--- src/rtl/bus_stream_ctrl.sv ---
// Register-programmed rx->tx byte stream with per-frame transform,
// pipelined output, frame and beat counters on a 16-bit register bus.
module bus_stream_ctrl #(
  parameter int DATA_W     = 8,
  parameter int PIPE_DEPTH = 1
) (
  input  logic              clk,
  input  logic              rst,
  input  logic              bus_cmd_valid,
  input  logic              bus_op,
  input  logic [15:0]       bus_addr,
  input  logic [15:0]       bus_wr_data,
  output logic [15:0]       bus_rd_data,
  input  logic [DATA_W-1:0] rxd,
  input  logic              rx_dv,
  output logic [DATA_W-1:0] txd,
  output logic              tx_en
);

  localparam logic [15:0] A_CNT_HI = 16'h0005;
  localparam logic [15:0] A_CNT_LO = 16'h0006;
  localparam logic [15:0] A_CTRL   = 16'h0009;
  localparam logic [15:0] A_KEY    = 16'h000A;
  localparam logic [15:0] A_BEAT   = 16'h000B;
  localparam logic [15:0] A_INFO   = 16'h000C;

  localparam logic [15:0] INFO = {4'b0, 4'(PIPE_DEPTH),
                                  3'b0, 5'(DATA_W)};

  logic [1:0]        ctrl_q, ctrl_d;
  logic [DATA_W-1:0] key_q, key_d;
  logic              inv_a_q, xen_a_q;
  logic [DATA_W-1:0] key_a_q;
  logic [31:0]       fcnt_q, fcnt_d;
  logic [15:0]       sh_q, sh_d;
  logic [15:0]       beat_q, beat_d;
  logic [15:0]       rd_q, rd_d;
  logic              dv_q;
  logic [DATA_W-1:0] pd_q [PIPE_DEPTH];
  logic              pv_q [PIPE_DEPTH];

  logic              wr, rd, fend;
  logic [15:0]       key_rd;
  logic [DATA_W-1:0] d1, dout;

  always_comb begin
    wr   = bus_cmd_valid & bus_op;
    rd   = bus_cmd_valid & ~bus_op;
    fend = ~rx_dv & dv_q;

    d1   = inv_a_q ? ~rxd : rxd;
    dout = xen_a_q ? (d1 ^ key_a_q) : d1;

    key_rd = '0;
    key_rd[DATA_W-1:0] = key_q;

    ctrl_d = ctrl_q;
    key_d  = key_q;
    if (wr && bus_addr == A_CTRL) ctrl_d = bus_wr_data[1:0];
    if (wr && bus_addr == A_KEY)  key_d  = bus_wr_data[DATA_W-1:0];

    // commit beats a coincident frame-end increment
    fcnt_d = fcnt_q;
    if (fend) fcnt_d = fcnt_q + 32'd1;
    if (wr && bus_addr == A_CNT_LO) fcnt_d = {sh_q, bus_wr_data};

    sh_d = sh_q;
    if (wr && bus_addr == A_CNT_HI) sh_d = bus_wr_data;
    if (rd && bus_addr == A_CNT_LO) sh_d = fcnt_q[31:16];

    beat_d = beat_q;
    if (rx_dv && beat_q != 16'hFFFF) beat_d = beat_q + 16'd1;
    if (wr && bus_addr == A_BEAT) beat_d = '0;

    rd_d = rd_q;
    if (rd) begin
      case (bus_addr)
        A_CNT_HI: rd_d = sh_q;
        A_CNT_LO: rd_d = fcnt_q[15:0];
        A_CTRL:   rd_d = {14'b0, ctrl_q};
        A_KEY:    rd_d = key_rd;
        A_BEAT:   rd_d = beat_q;
        A_INFO:   rd_d = INFO;
        default:  rd_d = '0;
      endcase
    end
  end

  always_ff @(posedge clk or posedge rst) begin
    if (rst) begin
      ctrl_q  <= '0;
      key_q   <= '0;
      inv_a_q <= 1'b0;
      xen_a_q <= 1'b0;
      key_a_q <= '0;
      fcnt_q  <= '0;
      sh_q    <= '0;
      beat_q  <= '0;
      rd_q    <= '0;
      dv_q    <= 1'b0;
      for (int i = 0; i < PIPE_DEPTH; i++) begin
        pd_q[i] <= '0;
        pv_q[i] <= 1'b0;
      end
    end else begin
      ctrl_q <= ctrl_d;
      key_q  <= key_d;
      fcnt_q <= fcnt_d;
      sh_q   <= sh_d;
      beat_q <= beat_d;
      rd_q   <= rd_d;
      dv_q   <= rx_dv;
      // active config only follows the registers between frames
      if (!rx_dv) begin
        inv_a_q <= ctrl_q[0];
        xen_a_q <= ctrl_q[1];
        key_a_q <= key_q;
      end
      pd_q[0] <= dout;
      pv_q[0] <= rx_dv;
      for (int i = 1; i < PIPE_DEPTH; i++) begin
        pd_q[i] <= pd_q[i-1];
        pv_q[i] <= pv_q[i-1];
      end
    end
  end

  assign bus_rd_data = rd_q;
  assign txd         = pd_q[PIPE_DEPTH-1];
  assign tx_en       = pv_q[PIPE_DEPTH-1];

endmodule
--- config.mk ---
export PLATFORM = sky130hd
export DESIGN_NAME = bus_stream_ctrl
export DESIGN_NICKNAME = d
export VERILOG_FILES = /design/src/rtl/bus_stream_ctrl.sv
export SDC_FILE = /design/constraint.sdc
export NUM_CORES = 1
export LEC_CHECK = 0
export ABC_AREA = 0
export BUFFER_PORTS_ARGS = -buffer_cell sky130_fd_sc_hd__buf_2
export CORE_UTILIZATION = 35
export CTS_CLUSTER_DIAMETER = 50
export DETAILED_ROUTE_END_ITERATION = 6
export GPL_TIMING_DRIVEN = 0
export HOLD_SLACK_MARGIN = 0.15
export PLACE_DENSITY = 0.51
export SYNTH_ARGS = -nofsm -noshare
export SYNTH_HDL_FRONTEND = slang
export SYNTH_SLANG_ARGS = --single-unit
--- constraint.sdc ---
create_clock -name clk -period 3.8 [get_ports clk]
set_input_delay 0.95 -clock clk [delete_from_list [all_inputs] [get_ports clk]]
set_output_delay 0.95 -clock clk [all_outputs]
set_load 0.02 [all_outputs]
# Word level (Yosys, flattened, before mapping)
# Index checks and enable logic that the tools add are counted.
[totals]
word_cells = 46
regBits = 109
output_inout_bits = 25
in_bits = 45
[op_classes]
eq_ne = 7
add_sub_neg = 2
bitwise = 7
n_reduce_logical = 10
muxes = 9
[op_table]
columns = ["op", "count"]
rows = [
  ["$pmux 16 s6", 1],
  ["$eq 16x4->1 const B", 4],
  ["$mux 16", 4],
  ["$mux 32", 2],
  ["$add 32x1->32 const B", 1],
  ["$eq 16x3->1 const B", 2],
  ["$add 16x1->16 const B", 1],
  ["$mux 8", 2],
  ["$ne 16x16->1 const B", 1],
  ["$not 8->8", 1],
  ["$xor 8x8->8", 1],
  ["$logic_and 1x1->1", 7],
  ["$reduce_bool 2->1", 3],
  ["$and 1x1->1", 3],
  ["$not 1->1", 2],
]

# Logic depth before layout (Yosys ltp)
[logic_depth]
word_depth = 4
ltp_mapped = 8
depth_no_buf = 6

# Worst setup path before layout
# Ideal clock, no wire load.
[synth_path]
kind = "in2reg"
from = "in bus_addr[10]"
to = "reg key_q[2]"
setup_ns = 0.125
stages = 5
required_ns = 3.675
n_path_buf = 1
slack_ns = 1.383
t_arrival_ns = 2.292
cell_sequence = "or4_1 -> nor2_1 -> and4_1 -> buf_2 -> mux2_2"
[synth_between]
elab_chain_cells = 2
[synth_rtl]
columns = ["item", "line", "source"]
rows = [
  ["start: declaration", "11", "input logic [15:0] bus_addr,"],
  ["$eq 16x4->1", "60", "if (wr && bus_addr == A_KEY) key_d = bus_wr_data[DATA_W-1:0];"],
  ["$logic_and 1x1->1", "60", ""],
  ["end signal: assignment", "107", "key_q <= key_d;"],
  ["end: declaration", "31", "logic [DATA_W-1:0] key_q, key_d;"],
]
# No other way between the ends.
# A chain may end at the register's enable or synchronous reset.

# Worst setup path in the final report
[layout_path]
from = "in bus_addr[0]"
to = "reg fcnt_q[3]"
[layout_between]
elab_chain_cells = 3
[layout_rtl]
columns = ["item", "line", "source"]
rows = [
  ["$eq 16x3->1 (*)", "65", "if (wr && bus_addr == A_CNT_LO) fcnt_d = {sh_q, bus_wr_data};"],
  ["$logic_and 1x1->1 (*)", "65", ""],
  ["$mux 32 / $reduce_bool 2->1 (equally long branches)", "n/a", ""],
  ["end signal: assignment", "108", "fcnt_q <= fcnt_d;"],
  ["end: declaration", "34", "logic [31:0] fcnt_q, fcnt_d;"],
]
# Mark *: on every way between the ends. The rest lies on a longest branch, timed or not.

==> results.md <==
- The run finished with clean final reports.
- The routed layout has 4553 vias.
- Leaving out fill and tap cells, the most frequent cells in the layout are sky130_fd_sc_hd__dfrtp_1 (109), sky130_fd_sc_hd__buf_2 (74), sky130_fd_sc_hd__nor2_1 (68).
- The number of iterations in the first detailed-routing pass is 5.
- The hold buffer count at cts is 0.
- For this run, global-route usage on met3 was measured as 2.56%.
- The critical path is of the input pin to register type.
- The half-perimeter wire length after placement is 12200 um.
- The nature of the critical path startpoint is an input pin.
- The first global-routing pass estimated 24800 um of wire.
- The summed instance area of the synthesized netlist is 0.00565 sq mm.
- In this run, synthesis inferred 0 flip-flops with an integrated enable.
- After detailed routing, the number of vias per cell comes to 5.23.
- The met2 layer usage reported by global route is 31.9%.
- For the final database, setup skew stands at 0.00809 ns.
- At the worst endpoint, the required time is 4.01 ns.
- The sequential area share after synthesis is 48.3%.
- The library cell used most frequently in the layout, excluding fill and tap cells, is sky130_fd_sc_hd__dfrtp_1.
- The count of H-tree levels built during CTS is 3.
- In the post-synthesis netlist, the biggest area contributors are sky130_fd_sc_hd__dfrtp_1 (48%), sky130_fd_sc_hd__xor2_1 (6.0%), sky130_fd_sc_hd__nor2_1 (4.5%).
- The die footprint is 0.0166 sq mm.
- In the final layout, flip-flops and latches occupy 0.00273 sq mm.
- The die boundary height is 129 um.
- The number of max-slew violations in the final report is 0.
- The max-capacitance violation count is 0.
- For this run, the leading register cell type out of synthesis is sky130_fd_sc_hd__dfrtp_1.
- The post-cts resize count is 0.
- In the final layout, the share of cells above drive strength 1 is 20.2%.
- The number of global-route vias before repair was 4457.
- Power comes to 2.71 mW.
- At the pin with the least slew margin, the transition time is 0.698 ns.
- The average instance in the mapped netlist occupies 9.94 sq um.
- Fill cells in the final layout number 1589.
- The cell leakage power is 3.09 nW.
- Clock-pin slew was measured on the worst setup and hold paths at 0.07 ns.
- The congestion estimate from routability-driven global placement came to 0.847.
- Headroom to the max-slew limit came out at 53.1%.
- The area taken by multi-input logic gates is 0.00277 sq mm.
- The worst slack after detailed placement is 0.707 ns.
- The Yosys warning count is 0.
- The post-route worst hold slack is 0.472 ns.
- Timing would allow up to 0.362 GHz.
- The global routing's busiest layer is met2.
- The number of placement rows is 46.
- Relative to the synthesized area, the layout overhead comes to 17.5%.
- The initial antenna violation count is 0.
- The share of the synthesized area in the top cell type is 48.3%.
- STA puts the critical path data arrival time at 2.97 ns.
- The number of different library cells used by synthesis comes to 51.
- When the netlist entered floorplanning its net count stood at 615.
- Setup slack closes at 1.04 ns.
- The repair_antennas step left the layout with diodes totalling 0.
- The maximum net fanout on the critical path is 10.
- Setup repair after global routing left no endpoint under its margin.
- The met1 capacity usage during global routing is 27.7%.
- The aggregate global routing overflow is 0.
- The final wirelength is 15600 um.
- sky130_fd_sc_hd__dfrtp_1 takes more of the synthesized area than any other cell.
- The residual DRC count is 0.
- The detail-routed net length per standard cell is 17.9 um.
- The first routing iteration left 347 violations.
- The core outline area is 0.0158 sq mm.
- The largest voltage drop on the vdd net is 233 uV.
- The initial standard-cell utilization of the core is 35.7%.
- Setup total negative slack on the finished layout was measured at 0 ns.
- During placement, the flow inserted port buffers numbering 68.
- Setup violations remaining at the end of the flow were counted as 0.
- The clock passes through at most 2 buffers.
- In this run the power density over the cells is 408 mW/mm^2.
- The worst path needs 2.76 ns of the cycle, external delays included.
- Counting flops with an async set or reset pin after synthesis yields a share of 100%.
- The remaining antenna violation count after routing is 0.
- The synthesized instance count is 568.
- 70 I/O pins were placed.
- In the global route stage, overall resource usage came out at 19.9%.
- The number of sinks handled by clock tree synthesis is 109.
- The worst min-delay path category is register to register.
- Measured along the x axis, the die boundary spans 129 um.
- The worst setup path is captured at a register.
- Counting flops and latches in the post-synthesis netlist gives 109.
- The number of buffers added by the clock tree synthesis step is 9.
- The final clock period utilization by the worst path is 72.7%.
- The TritonCTS clock tree is done.
- The final hold violation count is 0.
- Clock latency on the worst-skew pair, taken at its later pin, is 0.36 ns.
- Once the clock tree was built, the setup fixing pass inserted 0 buffers.
- The pin count of the biggest net entering global routing is 35.
- The cell at the root of the clock tree is sky130_fd_sc_hd__clkbuf_16.
- The net count reported at finish is 697.
==> synth_stat cells, types with 3 or more instances <==
library cell / instances
sky130_fd_sc_hd__clkbuf_1: 16
sky130_fd_sc_hd__mux2_2: 16
sky130_fd_sc_hd__a21oi_1: 43
sky130_fd_sc_hd__dfrtp_1: 109
sky130_fd_sc_hd__buf_4: 4
sky130_fd_sc_hd__xor2_1: 39
sky130_fd_sc_hd__nand4_1: 18
sky130_fd_sc_hd__and3_1: 10
sky130_fd_sc_hd__mux2i_1: 12
sky130_fd_sc_hd__a221oi_1: 8
sky130_fd_sc_hd__a22oi_1: 11
sky130_fd_sc_hd__mux2_1: 5
sky130_fd_sc_hd__and2_1: 3
sky130_fd_sc_hd__and4_1: 5
sky130_fd_sc_hd__nand2b_1: 4
sky130_fd_sc_hd__nand3_1: 32
sky130_fd_sc_hd__nand2_1: 59
sky130_fd_sc_hd__nor2b_1: 5
sky130_fd_sc_hd__nor4_2: 4
sky130_fd_sc_hd__xnor2_1: 24
sky130_fd_sc_hd__inv_1: 5
sky130_fd_sc_hd__a21oi_2: 3
sky130_fd_sc_hd__a22o_1: 7
sky130_fd_sc_hd__nor2_1: 68
sky130_fd_sc_hd__o21ai_0: 14
sky130_fd_sc_hd__nor3_1: 3
sky130_fd_sc_hd__buf_2: 6
==> stage by stage <==
step / utilization, % / std cells / area, sq um
global route: 41.9 / 871 / 6640
floorplan: - / 568 / 5650
finish: 41.9 / 871 / 6640
detailed placement: 39.9 / 855 / 6320
global placement: 39.6 / 852 / 6260
CTS: 41.9 / 871 / 6640
==> critical path, cell delays in order <==
cell and delay, ns:
sky130_fd_sc_hd__buf_2 0.11, sky130_fd_sc_hd__buf_4 0.18, sky130_fd_sc_hd__nand2b_1 0.19, sky130_fd_sc_hd__nor2_2 0.40, sky130_fd_sc_hd__nand3_1 0.50, sky130_fd_sc_hd__clkbuf_1 0.40
sky130_fd_sc_hd__nor2_1 0.17, sky130_fd_sc_hd__a21oi_1 0.06
==> state kept, by name, indices dropped and copies added (netlist names) <==
register / flops
tx_en: 1
sh_q: 16
fcnt_q: 32
beat_q: 16
xen_a_q: 1
key_a_q: 8
txd: 8
ctrl_q: 2
bus_rd_data: 16
key_q: 8
inv_a_q: 1
==> power by group <==
| part | switching [mW] | leakage (nW) | internal (mW) | total [mW] |
|---|---|---|---|---|
| registers | 0.110 | 1.47 | 1.23 | 1.34 |
| logic | 0.191 | 1.47 | 0.152 | 0.342 |
| clock network | 0.446 | 0.145 | 0.577 | 1.02 |
| total | 0.747 | 3.09 | 1.96 | 2.71 |
==> cell type report <==
cell class,count,area share (%)
timing repair buffer,71,6.03
tap,216,4.07
inverter,5,0.339
sequential,109,41.1
multi-input combinational,426,41.7
clock inverter,6,1.32
clock buffer,10,3.45
buffer,28,2.04
==> worst paths after layout <==
path,slack (ns),from,cells past startpoint,endpoint
max in group asynchronous,2.40,rst,4,beat_q[10]
min in group asynchronous,0.64,rst,2,key_a_q[7]
max reg2reg,1.60,fcnt_q[0],6,fcnt_q[26]
max,1.04,bus_addr[0],8,fcnt_q[3]
min,0.47,bus_rd_data[7],2,bus_rd_data[7]
min reg2reg,0.47,bus_rd_data[7],2,bus_rd_data[7]
==> kinds of logic after synthesis <==
| family | Yosys count | synth area share [%] |
|---|---|---|
| DFF | 109 | 48.3 |
| buffers and inverters | 33 | 2.72 |
| xor gates and xnor gates | 63 | 9.77 |
| muxes | 33 | 6.31 |
| AOI/OAI and AO/OA | 99 | 11.4 |
| adders and majority gates | 2 | 0.443 |
| and+or+nand+nor | 229 | 21.1 |
==> per-layer routing <==
metal  vias up  wire length, um
li1       2167                -
met1      2244             7480
met2       122             7180
met3        20              600
met4         0              308
met5         -                0
Note: power is estimated with default switching activity, not from simulation.
